--- src/rtl/segrx_pkg.sv ---
// segrx_pkg: segment patterns and state types shared by the seven-segment receiver
package segrx_pkg;
  localparam logic [6:0] SEG_0     = 7'h01;
  localparam logic [6:0] SEG_1     = 7'h4F;
  localparam logic [6:0] SEG_2     = 7'h12;
  localparam logic [6:0] SEG_3     = 7'h06;
  localparam logic [6:0] SEG_4     = 7'h4C;
  localparam logic [6:0] SEG_5     = 7'h24;
  localparam logic [6:0] SEG_6     = 7'h60;
  localparam logic [6:0] SEG_7     = 7'h0F;
  localparam logic [6:0] SEG_8     = 7'h00;
  localparam logic [6:0] SEG_9     = 7'h0C;
  localparam logic [6:0] SEG_BLANK = 7'h7F;
  typedef enum logic [1:0] {PH_IDLE = 2'b00, PH_ONES = 2'b01, PH_TENS = 2'b10, PH_ILL = 2'b11} phase_e;
  typedef enum logic {HUNT = 1'b0, GOT_TENS = 1'b1} state_e;
endpackage

--- src/rtl/seg_to_bcd.sv ---
// seg_to_bcd: active-low segment pattern to decimal digit; blank reads as 0 only for tens
module seg_to_bcd
  import segrx_pkg::*;
(
  input  logic [6:0] pat_i,
  input  logic       is_tens_i,
  output logic [3:0] digit_o,
  output logic       ok_o
);
  // pattern lookup; anything unlisted is flagged not ok
  always_comb begin
    digit_o = 4'd0;
    ok_o = 1'b1;
    case (pat_i)
      SEG_0:     digit_o = 4'd0;
      SEG_1:     digit_o = 4'd1;
      SEG_2:     digit_o = 4'd2;
      SEG_3:     digit_o = 4'd3;
      SEG_4:     digit_o = 4'd4;
      SEG_5:     digit_o = 4'd5;
      SEG_6:     digit_o = 4'd6;
      SEG_7:     digit_o = 4'd7;
      SEG_8:     digit_o = 4'd8;
      SEG_9:     digit_o = 4'd9;
      SEG_BLANK: ok_o = is_tens_i;
      default:   ok_o = 1'b0;
    endcase
  end
endmodule

--- src/rtl/seg_mux_receiver.sv ---
// seg_mux_receiver: decodes a two-digit multiplexed seven-segment display into a debounced value
module seg_mux_receiver
  import segrx_pkg::*;
#(
  parameter int unsigned STABLE_FRAMES = 2
) (
  input  logic       clk,
  input  logic       rst_n,
  input  logic       a,
  input  logic       b,
  input  logic       c,
  input  logic       d,
  input  logic       e,
  input  logic       f,
  input  logic       g,
  input  logic       dp,
  input  logic       dig1,
  input  logic       dig2,
  output logic [3:0] tens,
  output logic [3:0] ones,
  output logic [6:0] value,
  output logic       valid,
  output logic       locked,
  output logic       err,
  output logic [7:0] err_count
);
  localparam logic [3:0] MATCH_MAX = 4'(STABLE_FRAMES - 1);
  logic [6:0] seg_q;
  phase_e     ph_q;
  state_e     state_q, state_d;
  logic [3:0] hold_q, hold_d, prev_t_q, prev_o_q, match_q, match_d, tens_q, ones_q;
  logic       prev_v_q, locked_q, valid_q, err_q;
  logic [7:0] err_cnt_q;
  logic [3:0] digit;
  logic       ok, err_ev, done, same, commit, unused_dp;
  assign unused_dp = dp;
  // input stage: every pin is registered once before decode
  always_ff @(posedge clk or negedge rst_n)
    if (!rst_n) begin
      seg_q <= SEG_BLANK;
      ph_q  <= PH_IDLE;
    end else begin
      seg_q <= {a, b, c, d, e, f, g};
      ph_q  <= phase_e'({dig1, dig2});
    end
  seg_to_bcd u_dec (.pat_i(seg_q), .is_tens_i(ph_q == PH_TENS), .digit_o(digit), .ok_o(ok));
  assign err_ev  = (ph_q == PH_ILL) || ((ph_q == PH_TENS || ph_q == PH_ONES) && !ok);
  assign done    = state_q == GOT_TENS && ph_q == PH_ONES && ok;
  assign same    = prev_v_q && hold_q == prev_t_q && digit == prev_o_q;
  assign match_d = !done ? match_q : !same ? 4'd0 : match_q == MATCH_MAX ? match_q : match_q + 4'd1;
  assign commit  = done && match_d == MATCH_MAX && (!locked_q || hold_q != tens_q || digit != ones_q);
  // phase FSM: a tens digit is held until its ones digit arrives; errors drop the partial frame
  always_comb begin
    state_d = state_q;
    hold_d  = hold_q;
    if (err_ev) state_d = HUNT;
    else if (ph_q == PH_TENS) begin
      state_d = GOT_TENS;
      hold_d  = digit;
    end else if (done) state_d = HUNT;
  end
  // frame history, commit registers and error counter
  always_ff @(posedge clk or negedge rst_n)
    if (!rst_n) begin
      state_q   <= HUNT;
      hold_q    <= 4'd0;
      prev_t_q  <= 4'd0;
      prev_o_q  <= 4'd0;
      prev_v_q  <= 1'b0;
      match_q   <= 4'd0;
      tens_q    <= 4'd0;
      ones_q    <= 4'd0;
      locked_q  <= 1'b0;
      valid_q   <= 1'b0;
      err_q     <= 1'b0;
      err_cnt_q <= 8'd0;
    end else begin
      state_q <= state_d;
      hold_q  <= hold_d;
      match_q <= match_d;
      if (done && !same) begin
        prev_t_q <= hold_q;
        prev_o_q <= digit;
        prev_v_q <= 1'b1;
      end
      if (commit) begin
        tens_q   <= hold_q;
        ones_q   <= digit;
        locked_q <= 1'b1;
      end
      valid_q <= commit;
      err_q   <= err_ev;
      if (err_ev && err_cnt_q != 8'hFF) err_cnt_q <= err_cnt_q + 8'd1;
    end
  assign tens      = tens_q;
  assign ones      = ones_q;
  assign value     = 7'(tens_q) * 7'd10 + 7'(ones_q);
  assign valid     = valid_q;
  assign locked    = locked_q;
  assign err       = err_q;
  assign err_count = err_cnt_q;
endmodule

--- config.mk ---
export PLATFORM = sky130hd
export DESIGN_NAME = seg_mux_receiver
export DESIGN_NICKNAME = d
export VERILOG_FILES = /design/src/rtl/segrx_pkg.sv /design/src/rtl/seg_to_bcd.sv /design/src/rtl/seg_mux_receiver.sv
export SDC_FILE = /design/constraint.sdc
export NUM_CORES = 1
export LEC_CHECK = 0
export ABC_AREA = 1
export BUFFER_PORTS_ARGS = -buffer_cell sky130_fd_sc_hd__buf_2
export CELL_PAD_IN_SITES_DETAIL_PLACEMENT = 1
export CELL_PAD_IN_SITES_GLOBAL_PLACEMENT = 1
export CORE_ASPECT_RATIO = 0.9
export CORE_MARGIN = 5
export CORE_UTILIZATION = 46
export DETAILED_ROUTE_END_ITERATION = 7
export PLACE_DENSITY_LB_ADDON = 0.12
export SYNTH_ARGS = -nofsm -noshare
export SYNTH_HDL_FRONTEND = slang
export SYNTH_SLANG_ARGS = --single-unit
export TNS_END_PERCENT = 5
--- constraint.sdc ---
create_clock -name clk -period 3.5 [get_ports clk]
set_input_delay 0.35 -clock clk [delete_from_list [all_inputs] [get_ports clk]]
set_output_delay 0.35 -clock clk [all_outputs]
set_load 0.02 [all_outputs]
==> reports/summary.md, run 1 <==
The flow ran to the end, and the final reports show no timing, DRC or antenna violations. The multi-input combinational cells in the finished layout cover a total of 0.001396 mm^2. The final instance count without filler cells is 441, and the number of design rule violations left after detail routing is 0. In the routed layout, each cell is associated on average with a via count of 5.175.

On the worst path, the slowest cell contributes a delay of 0.45 ns. The library cells used most frequently in the layout, excluding fill and tap cells, are sky130_fd_sc_hd__nand2_1, sky130_fd_sc_hd__inv_1, sky130_fd_sc_hd__dfrtp_1. The run gives 2447 as the number of global-route vias before repair. The number of gates resized after CTS was 0. The number of max-cap violations is 0. Clock power share: 26.2%. The commonest non-fill, non-tap cell in the layout is sky130_fd_sc_hd__nand2_1. In this run, post-CTS hold repair placed 0 buffers. The count of pins on the block boundary came out at 38. The number of buffers and inverters on the critical path is 1. Of the total power, the share spent switching nets is 34.04%. Clock-pin slew was measured on the worst setup and hold paths at 0.10 ns. In this run, synthesis produced a sequential element count of 46. The area of all placed cells without fillers was 0.003093 mm^2; the highest fanout seen on the critical path was 6.

In this run, the number of DRC markers left after iteration 0 of detailed routing was 96. The H-tree was split into 2 levels. The smallest clock period supported by the final layout is computed as 2.604 ns. The transition at the pin with the smallest max-transition slack is 1.029 ns.

For the initial core utilization, the log shows 47.78%. Combinational logic is responsible for 22.5% of the overall power. Internal power comes to 0.8367 mW. The clock root buffer was sky130_fd_sc_hd__clkbuf_8. The average instance in the mapped netlist occupies 8.363 um^2. The global-route wire length before repair was 11470 um; the part of the cycle the worst path needs was 74.40%. At the placement stage, the worst setup path has a slack of 1.125 ns. The pin count of the biggest net entering global routing came out at 47.

For this run, the share of the core covered by cells in the final layout is 53.72%. Clock tree synthesis found a total of 46 sinks. The slowest stage of the critical path is the sky130_fd_sc_hd__dfrtp_1 cell. The final total negative setup slack was 0 ns. The instance count along the most critical hold path is 1. The routed via count was 2282; the reported leakage power was 1.655 nW. The tools report the worst relative slew slack as 31.42%. The most numerous cell type found on the critical path is sky130_fd_sc_hd__ha_1.

The tools report the nature of the critical path endpoint as a primary output. The later pin in the worst-skew pair is clocked with a latency of 0.30 ns. Setup repair after global routing left no endpoint under its margin. The layout has 736 filler cells. The worst clock skew was 0.01341 ns. The fraction of final layout cells sized beyond drive strength 1 works out to 23.72%. The total CTS buffers was 5; the overall die width was 91.52 um. Yosys printed 0 warnings.

Setup violations remaining at the end of the flow were counted as 0. Across every metal layer, demand over resource in global routing totals 18.28%. The tools report the number of slew-limit violations in the final report as 0. The run gives 0 as the number of hold violations in the final report. The worst register-to-register path has a depth of 15. Data arrives at the worst endpoint at 2.25 ns.

For the power after layout, the log shows 1.269 mW. The initialized floorplan defines 26 standard-cell rows. The cell family contributing the most delay on the critical path was adder cells.

STA puts the critical path data required time at 3.15 ns. The logs give 0.7622 for the last weighted congestion value of the routability-driven placer and 0.002751 mm^2 for the summed instance area of the synthesized netlist. In this run the worst hold path is classified as input port to flop.

The number of antenna diodes in the final layout is 0. The power spent charging and discharging nets is 0.4319 mW, and the number of buffer cells added on primary ports is 36. The critical path goes through ha_1 > ha_1 > fa_1 > xnor2_1 > xor2_1 > buf_2. The tools report the clock tree buffer depth as 2.

TritonCTS built the clock tree. The die covers 0.007630 mm^2. The logs give 4 for the count of TritonRoute iterations in the first routing pass and 0.001160 mm^2 for the register cell area after layout. The number of library cell types mapped by synthesis was 36. Summing the sequential cell areas from Yosys gives 42.16% of the chip area. The detail route stage leaves a number of antenna-violating nets equal to 0. In this run the number of cells on the critical path is 6.

IR analysis of the VDD net gives a maximum drop of 0.3656 mV. The tools report the post-detailed-routing wire length as 6464 um. Once placement finished, the instance area stood at 0.003007 mm^2. For this run, the top clock speed supported by timing is 384.0 MHz. The start-to-end type of the worst setup path is flop to primary output. The height of the die was 83.37 um; the area growth from synthesis to layout was 12.41%. The HPWL reported at the end of detailed placement came out at 5050 um.

Global routing finished with a remaining overflow of 0. The floorplan core area was 0.005758 mm^2; the net count after synthesis was 355. The worst hold slack was 0.1299 ns. The fraction of power consumed by sequential logic came out at 51.3%. The run gives 0 as the initial antenna violation count. Synthesis produced a netlist whose cell count is 329.

STA classifies the critical path startpoint as a flop. The final layout contains 396 nets. For the post-CTS repair timing setup buffer count, the log shows 0. The cell total after placement was 433.

After detailed routing, the average wire length per cell comes to 14.66 um. The power density of the placed cells was 410.2 mW/mm^2; the post-layout worst setup margin was 0.8961 ns.
-- worst paths after layout --
| kind | start | end | slack, ns |
|---|---|---|---|
| max in group asynchronous | rst_n | prev_o_q[2] | 2.64 |
| setup reg to reg | seg_q[0] | ones[1] | 1.10 |
| hold reg to reg | prev_v_q | prev_v_q | 0.46 |
| setup / recovery | tens[1] | value[6] | 0.90 |
| min in group asynchronous | rst_n | valid | 0.20 |
| hold / removal | c | seg_q[4] | 0.13 |
-- state kept, by name (all words and copies together), names as in the netlist --
name	flops
err	1
err_count	8
hold_q	4
locked	1
match_q	4
ones	4
ph_q	2
prev_o_q	4
prev_t_q	4
prev_v_q	1
seg_q	7
state_q	1
tens	4
valid	1
-- worst register-to-register path, stage by stage, from the launching register on --
cell                      delay (ns)
sky130_fd_sc_hd__dfstp_2        0.57
sky130_fd_sc_hd__nor2_1         0.07
sky130_fd_sc_hd__nand2_1        0.15
sky130_fd_sc_hd__nand2_1        0.09
sky130_fd_sc_hd__nand2_2        0.17
sky130_fd_sc_hd__nand2_1        0.09
sky130_fd_sc_hd__nor2_2         0.13
sky130_fd_sc_hd__nand3_4        0.13
sky130_fd_sc_hd__nand3_2        0.11
sky130_fd_sc_hd__inv_2          0.05
sky130_fd_sc_hd__nand2_1        0.07
sky130_fd_sc_hd__nor2_1         0.07
sky130_fd_sc_hd__nor2_4         0.24
sky130_fd_sc_hd__nand3_4        0.19
sky130_fd_sc_hd__nand2_1        0.10
sky130_fd_sc_hd__nand2_1        0.05
-- power by group through the flow --
| stage | Sequential, mW | Clock, mW | Combinational (mW) |
|---|---|---|---|
| global route | 0.662 | 0.375 | 0.320 |
| finish | 0.651 | 0.332 | 0.285 |
| CTS | 0.652 | 0.339 | 0.293 |
| global placement | 0.659 | 0 | 0.277 |
| detailed placement | 0.662 | 0 | 0.290 |
| floorplan | 0.704 | 0 | 0.140 |
-- layer usage --
layer	share of wire (%)	global-route usage (%)
met2	50	32.71
met3	3.6	3.255
met5	0	0
met1	46	22.93
met4	0.42	3.562
-- area by class of cell --
cell class | instances | share of cell area (%)
clock inverters | 2 | 0.4450
repair buffers | 36 | 5.825
inverters | 48 | 5.906
clock buffers | 6 | 2.346
multi-input cells | 233 | 45.15
flip-flops and latches | 46 | 37.50
well taps | 70 | 2.832
-- synthesized netlist by cell type (all sizes together) --
master	instances	share of area [%]
nor2	43	8.8
o21bai	1	0.27
a21oi	7	1.8
mux2	2	0.82
buf	2	0.45
dfstp	7	6.7
o22ai	2	0.45
dfrtp	39	35
nand2	90	13
nor3	2	0.36
or2	3	0.68
xor2	10	3.2
nand3b	2	0.68
o21ai	15	3.3
nand3	23	5.5
inv	48	6.6
nand4	13	3.0
xnor2	5	1.6
o211ai	1	0.27
ha	12	5.5
fa	2	1.5
-- kinds of logic (layout without fill, tap and decap cells) --
logic type | after synthesis | count (layout) | share of synthesized area, %
fa+ha+maj | 14 | 14 | 6.912
buf+inv | 50 | 92 | 7.094
compound gates | 26 | 26 | 6.094
xor+xnor | 15 | 15 | 4.775
simple gates | 176 | 176 | 32.15
flops | 46 | 46 | 42.16
mux | 2 | 2 | 0.8185
No activity file was read; power rests on OpenSTA's default activity.
==> run 2: changes to the inputs <==
--- a/config.mk
+++ b/config.mk
@@ -11,7 +11,7 @@
 export CELL_PAD_IN_SITES_GLOBAL_PLACEMENT = 1
 export CORE_ASPECT_RATIO = 0.9
 export CORE_MARGIN = 5
-export CORE_UTILIZATION = 46
+export CORE_UTILIZATION = 43
 export DETAILED_ROUTE_END_ITERATION = 7
 export PLACE_DENSITY_LB_ADDON = 0.12
 export SYNTH_ARGS = -nofsm -noshare
==> constraint.sdc (replaced) <==
create_clock -name clk -period 2.4 [get_ports clk]
set_input_delay 0.24 -clock clk [delete_from_list [all_inputs] [get_ports clk]]
set_output_delay 0.24 -clock clk [all_outputs]
set_load 0.02 [all_outputs]
==> run 2 against run 1 <==
Design area increased by 15%; routed wire length grew 23%; first-iteration DRC count down 2.1%; critical path type is now flop to flop; register-to-register slack worse by 1.1 ns; via count up 7.1%; utilization increased by 3.9 points; sequential share of layout area is 4.8 points lower; clock skew fell by 0.0058 ns; largest power group unchanged; setup slack lost 0.88 ns; power rose by 69%.
==> reports/summary.md, run 2 (same netlist as run 1, synthesis figures left out) <==
Dividing total power by cell area gives a power density of 601.3 mW/mm^2. For the final database, setup skew stands at 0.007630 ns. The run gives 0 as the number of slew-limit violations in the final report. The highest achievable clock rate was 418.9 MHz; the part of the cycle the worst path needs was 99.47%. The library cells used most frequently in the layout, excluding fill and tap cells, are sky130_fd_sc_hd__nand2_1, sky130_fd_sc_hd__inv_1, sky130_fd_sc_hd__dfrtp_1.

The run gives 44.4% as the fraction of power consumed by sequential logic. The first-iteration detailed-routing DRC count is 94, and the cell-internal power is 1.465 mW. Adding up every negative setup slack in the final design gives 0 ns. In the final layout, the share of cells above drive strength 1 is 36.34%. The initial antenna violation count was 0.

The clock power share is 33.4%. The power spent charging and discharging nets is 0.6778 mW, and the global-route wire length before repair is 11670 um. 0 antenna diodes ended up in the layout.

In this run the worst setup path begins at seg_q[1]. Area growth from synthesis to layout: 29.51%. The final layout net count was 424; the data required time at the worst endpoint was 2.61 ns. Class of the most critical hold timing path: input port to flop. For the routed via count, the log shows 2444. The number of standard-cell rows in the floorplan was 27.

The tools report the clock root buffer as sky130_fd_sc_hd__clkbuf_8. With fillers left out, the area of the finished cells amounts to 0.003563 mm^2. Entering global routing, the biggest net connects 25 pins.

Startpoint of the most critical hold path: g. TritonCTS built the clock tree. The number of setup violations in the final report was 0. After legalization and detailed placement, the total HPWL measured 5100 um.

The count of TritonRoute iterations in the first routing pass was 4; the total cell area at the placement stage was 0.003073 mm^2. Clock-pin slew was measured on the worst setup and hold paths at 0.10 ns. The overall die width works out to 94.32 um. The tools report the remaining number of nets flagged by the antenna check after routing as 0. The flow ran to the end, and the final reports show no timing, DRC or antenna violations.

The highest fanout seen on the critical path was 5; the post-detailed-routing wire length was 7960 um. Counting along the longest clock path gives a buffer depth of 2. Net switching is 31.64% of the power. For the worst setup path, the data arrival time is 2.60 ns. The H-tree was split into 2 levels.

In the routed layout, each cell is associated on average with a via count of 5.029. The clock period could shrink to 2.387 ns. The nature of the critical path endpoint was a flop. Setup repair after global routing could not meet its margin everywhere.

The worst relative slew slack was 62.18%; the transition at the pin with the smallest max-transition slack was 0.5673 ns. Across every metal layer, demand over resource in global routing totals 18.31%. The clock net in this run drives a total of 46 sinks.

The register with the most flip-flops in the layout has 8 of them. Startpoint class of the critical path: a flop. The start of the worst register-to-register path was seg_q[1].

The number of clock buffers added by TritonCTS is 5. Routability-driven placement finished with a final weighted congestion of 0.8048. In the final routed layout, each cell accounts on average for 16.38 um. The run gives 0.008101 mm^2 as the full die area.

The tools report the number of hold violations in the final report as 0. Remaining global-route overflow: 0. The initial core utilization was 44.51%. The height of the die works out to 85.89 um. The number of max-cap violations was 0. Port buffering added 36 buffers. The region available for standard cell placement spans 0.006182 mm^2.

Summed over all cells, the static leakage comes to 1.838 nW. The run gives 0.31 ns as the clock latency reported for the late side of the worst-skew pair. The number of design rule violations left after detail routing is 0, and the combinational group share of total power is 22.2%. The logs give 0.6135 mV for the maximum ir drop on the vdd rail and 2446 for the number of global-route vias before repair.

The count of pins on the block boundary was 38; the reg2reg setup slack was 0.01 ns. Leaving out fill and tap cells, the most frequent cell in the layout is sky130_fd_sc_hd__nand2_1. Start-to-end type of the worst setup path: flop to flop.
-- run 2: worst max-delay path, cell delays in order, from the launching register on --
cell and delay (ns):
sky130_fd_sc_hd__dfstp_2 0.56, sky130_fd_sc_hd__inv_1 0.07, sky130_fd_sc_hd__nor2_1 0.13, sky130_fd_sc_hd__nand2_1 0.10
sky130_fd_sc_hd__nor2_4 0.16, sky130_fd_sc_hd__nor2_4 0.07, sky130_fd_sc_hd__nand2_4 0.09, sky130_fd_sc_hd__inv_2 0.05
sky130_fd_sc_hd__nand3_4 0.13, sky130_fd_sc_hd__nand3_4 0.09, sky130_fd_sc_hd__nand2_1 0.10, sky130_fd_sc_hd__nand2_1 0.09
sky130_fd_sc_hd__a21oi_4 0.20, sky130_fd_sc_hd__buf_6 0.14, sky130_fd_sc_hd__nand3_4 0.13, sky130_fd_sc_hd__nand2_2 0.10
sky130_fd_sc_hd__nand2_1 0.05
-- run 2: power by group through the flow --
stage | clock network [mW] | logic, mW | registers (mW)
5_1_grt | 0.764 | 0.523 | 0.967
4_1_cts | 0.729 | 0.433 | 0.949
6_report | 0.715 | 0.477 | 0.951
2_1_floorplan | 0 | 0.204 | 1.03
3_5_place_dp | 0 | 0.428 | 0.964
3_3_place_gp | 0 | 0.413 | 0.959
-- run 2: cell type report --
class                           count  area (um^2)
Clock buffer                        5        68.82
Timing Repair Buffer               63        421.7
Inverter                           48        182.7
Multi-Input combinational cell    234         1548
Clock inverter                      3        68.82
Fill cell                         751         2619
Tap cell                           87        108.9
Sequential cell                    46         1165
-- run 2: final timing paths --
kind	cells after the start	endpoint
max in group asynchronous	3	tens[2]
worst max register to register	16	tens[1]
worst max-delay path	16	tens[1]
min in group asynchronous	2	prev_o_q[0]
worst min register to register	2	prev_v_q
worst min-delay path	1	seg_q[0]
-- run 2: stage by stage --
stage	cells	util [%]	setup WS (ns)	power, mW	hold slack [ns]
CTS	467	52.42	0.005490	2.112	0.01526
detailed placement	456	49.71	0.09323	1.392	0.2647
floorplan	329	-	0.1993	1.231	-0.05559
global route	486	57.64	-0.1341	2.254	0.009407
finish	486	57.64	0.01261	2.143	0.02016
global placement	456	49.71	0.1405	1.372	0.2586
-- run 2: timing repair --
item,4_1_cts,5_1_grt
resized for setup,3,42
hold endpoints to repair,15,0
pin swaps,0,17
setup buffers,2,18
endpoints found under the setup margin,1,14
gates cloned,0,1
hold buffers,1,0
-- run 2: routing by layer --
metal  up-vias  track usage [%]  wire length (um)
met5         -                0                 0
met4         0            5.381                85
met3         8            3.070               180
met2        23            30.67              4083
met1      1230            24.35              3611
li1       1183                -                 -
==> run 3: changes to the inputs <==
--- a/config.mk
+++ b/config.mk
@@ -14,6 +14,7 @@
 export CORE_UTILIZATION = 43
 export DETAILED_ROUTE_END_ITERATION = 7
 export PLACE_DENSITY_LB_ADDON = 0.12
+export RECOVER_POWER = 100
 export SYNTH_ARGS = -nofsm -noshare
 export SYNTH_HDL_FRONTEND = slang
 export SYNTH_SLANG_ARGS = --single-unit
==> run 3 against run 2 <==
Power is 0.49% lower; design area is 0.53% lower; utilization is 0.30 points lower; combinational power is 3% lower; non-clock buffer count stayed put; critical path depth did not move; register-to-register slack about the same; sequential share of layout area increased by 0.17 points; largest power group unchanged.
==> reports/summary.md, run 3 (same netlist as run 1, synthesis figures left out) <==
The run finished with clean final reports. The tree is rooted in a sky130_fd_sc_hd__clkbuf_8. The worst-case IR drop observed on VDD is 0.6065 mV. The signal on the critical path passes through inv_1 > nor2_1 > nand2_1 > nor2_4 > nor2_4 > nand2_4 > inv_2 > nand3_4 > nand3_4 > nand2_1 > nand2_1 > a21oi_4 > buf_6 > nand3_4 > nand2_2 > nand2_1. Global routing consumed, over all layers together, 18.31% of the routing resources.

Once placement finished, the instance area stood at 0.003073 mm^2. The fraction of final layout cells sized beyond drive strength 1 is 33.58%. The die is 85.89 um tall. The most prevalent standard cell on the critical path is sky130_fd_sc_hd__nand2_1. The number of slew-limit violations in the final report is 0. The master of the slowest instance on the critical path is sky130_fd_sc_hd__dfstp_2. Setup violations remaining at the end of the flow were counted as 0. The tools report the final layout net count as 424. The tool flagged a number of max-cap violations equal to 0. The cell total after placement is 456.

The logs give 0.007632 ns for the worst clock skew and 9.345% for the worst relative slew slack. The highest achievable clock rate came out at 418.8 MHz. The clock latency reported for the late side of the worst-skew pair came out at 0.31 ns. The nature of the critical path endpoint was a flop. The floorplan has 27 rows. STA puts the critical path data required time at 2.61 ns. The routed length per instance works out to 16.42 um. The reg2reg setup slack was 0.01 ns; the initial antenna violation count was 0. OpenSTA, run right after detailed placement, puts the worst setup slack at 0.09323 ns.

Input and output buffers added on the ports amount to 36. At the worst endpoint, the arrival time is 2.60 ns. The number of hold violations in the final report is 0, and the count of H-tree levels built during CTS is 2. The area growth from synthesis to layout was 28.83%. The start-to-end type of the worst setup path is flop to flop.

Leaving out fill and tap cells, the most frequent cell in the layout is sky130_fd_sc_hd__nand2_1. In the final timing run, aggregate negative setup slack is 0 ns. The fraction of the core area covered by cells at the end of the flow is 57.34%. After layout, the worst path uses 99.48% of the clock period.

The top cell types in the final layout, fill and taps aside, are sky130_fd_sc_hd__nand2_1, sky130_fd_sc_hd__inv_1, sky130_fd_sc_hd__dfrtp_1. Once layout is done, the placed cells without fillers occupy 0.003545 mm^2. The HPWL reported at the end of detailed placement is 5100 um. Clock-pin slew was measured on the worst setup and hold paths at 0.10 ns. TritonCTS built the clock tree.

After detailed routing, the number of remaining DRC violations is 0. Hold is met by 0.02010 ns. For this design the top-level I/O count stands at 38. The worst setup path is launched from a flop. Once detail routing completed, the nets flagged for antenna violations numbered 0. The global-route wire length before repair was 11670 um; the overall die width was 94.32 um. In this run the worst path has a maximum fanout of 5.

Using the TritonRoute via totals, the vias-per-cell ratio works out to 5.033. Summed over all layers, the global routing overflow is 0. The total clock sinks was 46. The number of flip-flops under the largest register name was 8; the post-layout worst setup margin was 0.01240 ns. The number of global-route vias before repair was 2446. The first-iteration detailed-routing DRC count is 91. The power density of the placed cells is 601.5 mW/mm^2. For this run, the detailed router's first-pass iteration total came to 4. The transition at the pin with the smallest max-transition slack was 1.360 ns. Entering global routing, the biggest net connects 25 pins.

The maximum cell stage delay along the critical path is 0.56 ns. Detailed routing inserted a total of 2446 vias. The logs give 44.51% for the initial core utilization and 1.798 nW for the reported leakage power. Total CTS buffers: 5. The logs give 0 for the antenna cell count and 7978 um for the post-detailed-routing wire length. Class of the most critical hold timing path: input port to flop.

In this run the standard cell core region covers 0.006182 mm^2. Routability-driven placement finished with a final weighted congestion of 0.8048. Counting along the longest clock path gives a buffer depth of 2. The finished layout holds 486 standard cells, fillers aside. The time the worst path needs with I/O delays and setup is 2.388 ns. The run gives 2.132 mW as the power after layout. The die covers 0.008101 mm^2. Setup repair after global routing could not meet its margin everywhere.
-- run 3: changes by cell type in the layout (fill, tap and decap cells not counted), sizes merged --
cell / before / now
buf: 62 / 49
clkbuf: 5 / 18
-- run 3: area by class of cell --
cell class / instances / area [um^2]
well taps: 87 / 108.9
fillers: 751 / 2638
flip-flops and latches: 46 / 1165
multi-input cells: 234 / 1548
inverters: 48 / 182.7
clock inverters: 3 / 68.82
repair buffers: 63 / 402.9
clock buffers: 5 / 68.82
-- run 3: worst paths after layout --
kind / from / end / depth (start not counted)
setup / recovery: seg_q[1] / tens[1] / 16
hold / removal: g / seg_q[0] / 1
setup reg to reg: seg_q[1] / tens[1] / 16
hold reg to reg: prev_v_q / prev_v_q / 2
max in group asynchronous: rst_n / tens[2] / 3
min in group asynchronous: rst_n / prev_o_q[0] / 2
-- run 3: repair_timing --
item                                   CTS  global route
gates cloned                             0             1
buffers inserted                         2            18
gates resized for setup                  3            42
hold buffers                             1             0
endpoints found under the hold margin   15             0
pin swaps                                0            17
setup endpoints to repair                1            14
-- run 3: power by group --
| part | internal, mW | switching (mW) | leakage, nW |
|---|---|---|---|
| clock | 0.418 | 0.298 | 0.0683 |
| sequential | 0.862 | 0.0905 | 0.590 |
| combinational | 0.172 | 0.292 | 1.14 |
-- run 3: routing by layer --
| metal | up-vias | part of all wire [%] | track usage (%) |
|---|---|---|---|
| li1 | 1182 | - | - |
| met3 | 8 | 2.3 | 3.070 |
| met1 | 1231 | 45 | 24.35 |
| met5 | - | 0 | 0 |
| met4 | 0 | 1.1 | 5.381 |
| met2 | 25 | 51 | 30.67 |
-- run 3: critical path, delay by kind of cell (launching register included) --
family	cells	cell delay [ns]
buffers and inverters	3	0.26
flip-flops	1	0.56
AO/OA/AOI/OAI	1	0.20
AND/OR/NAND/NOR	12	1.24
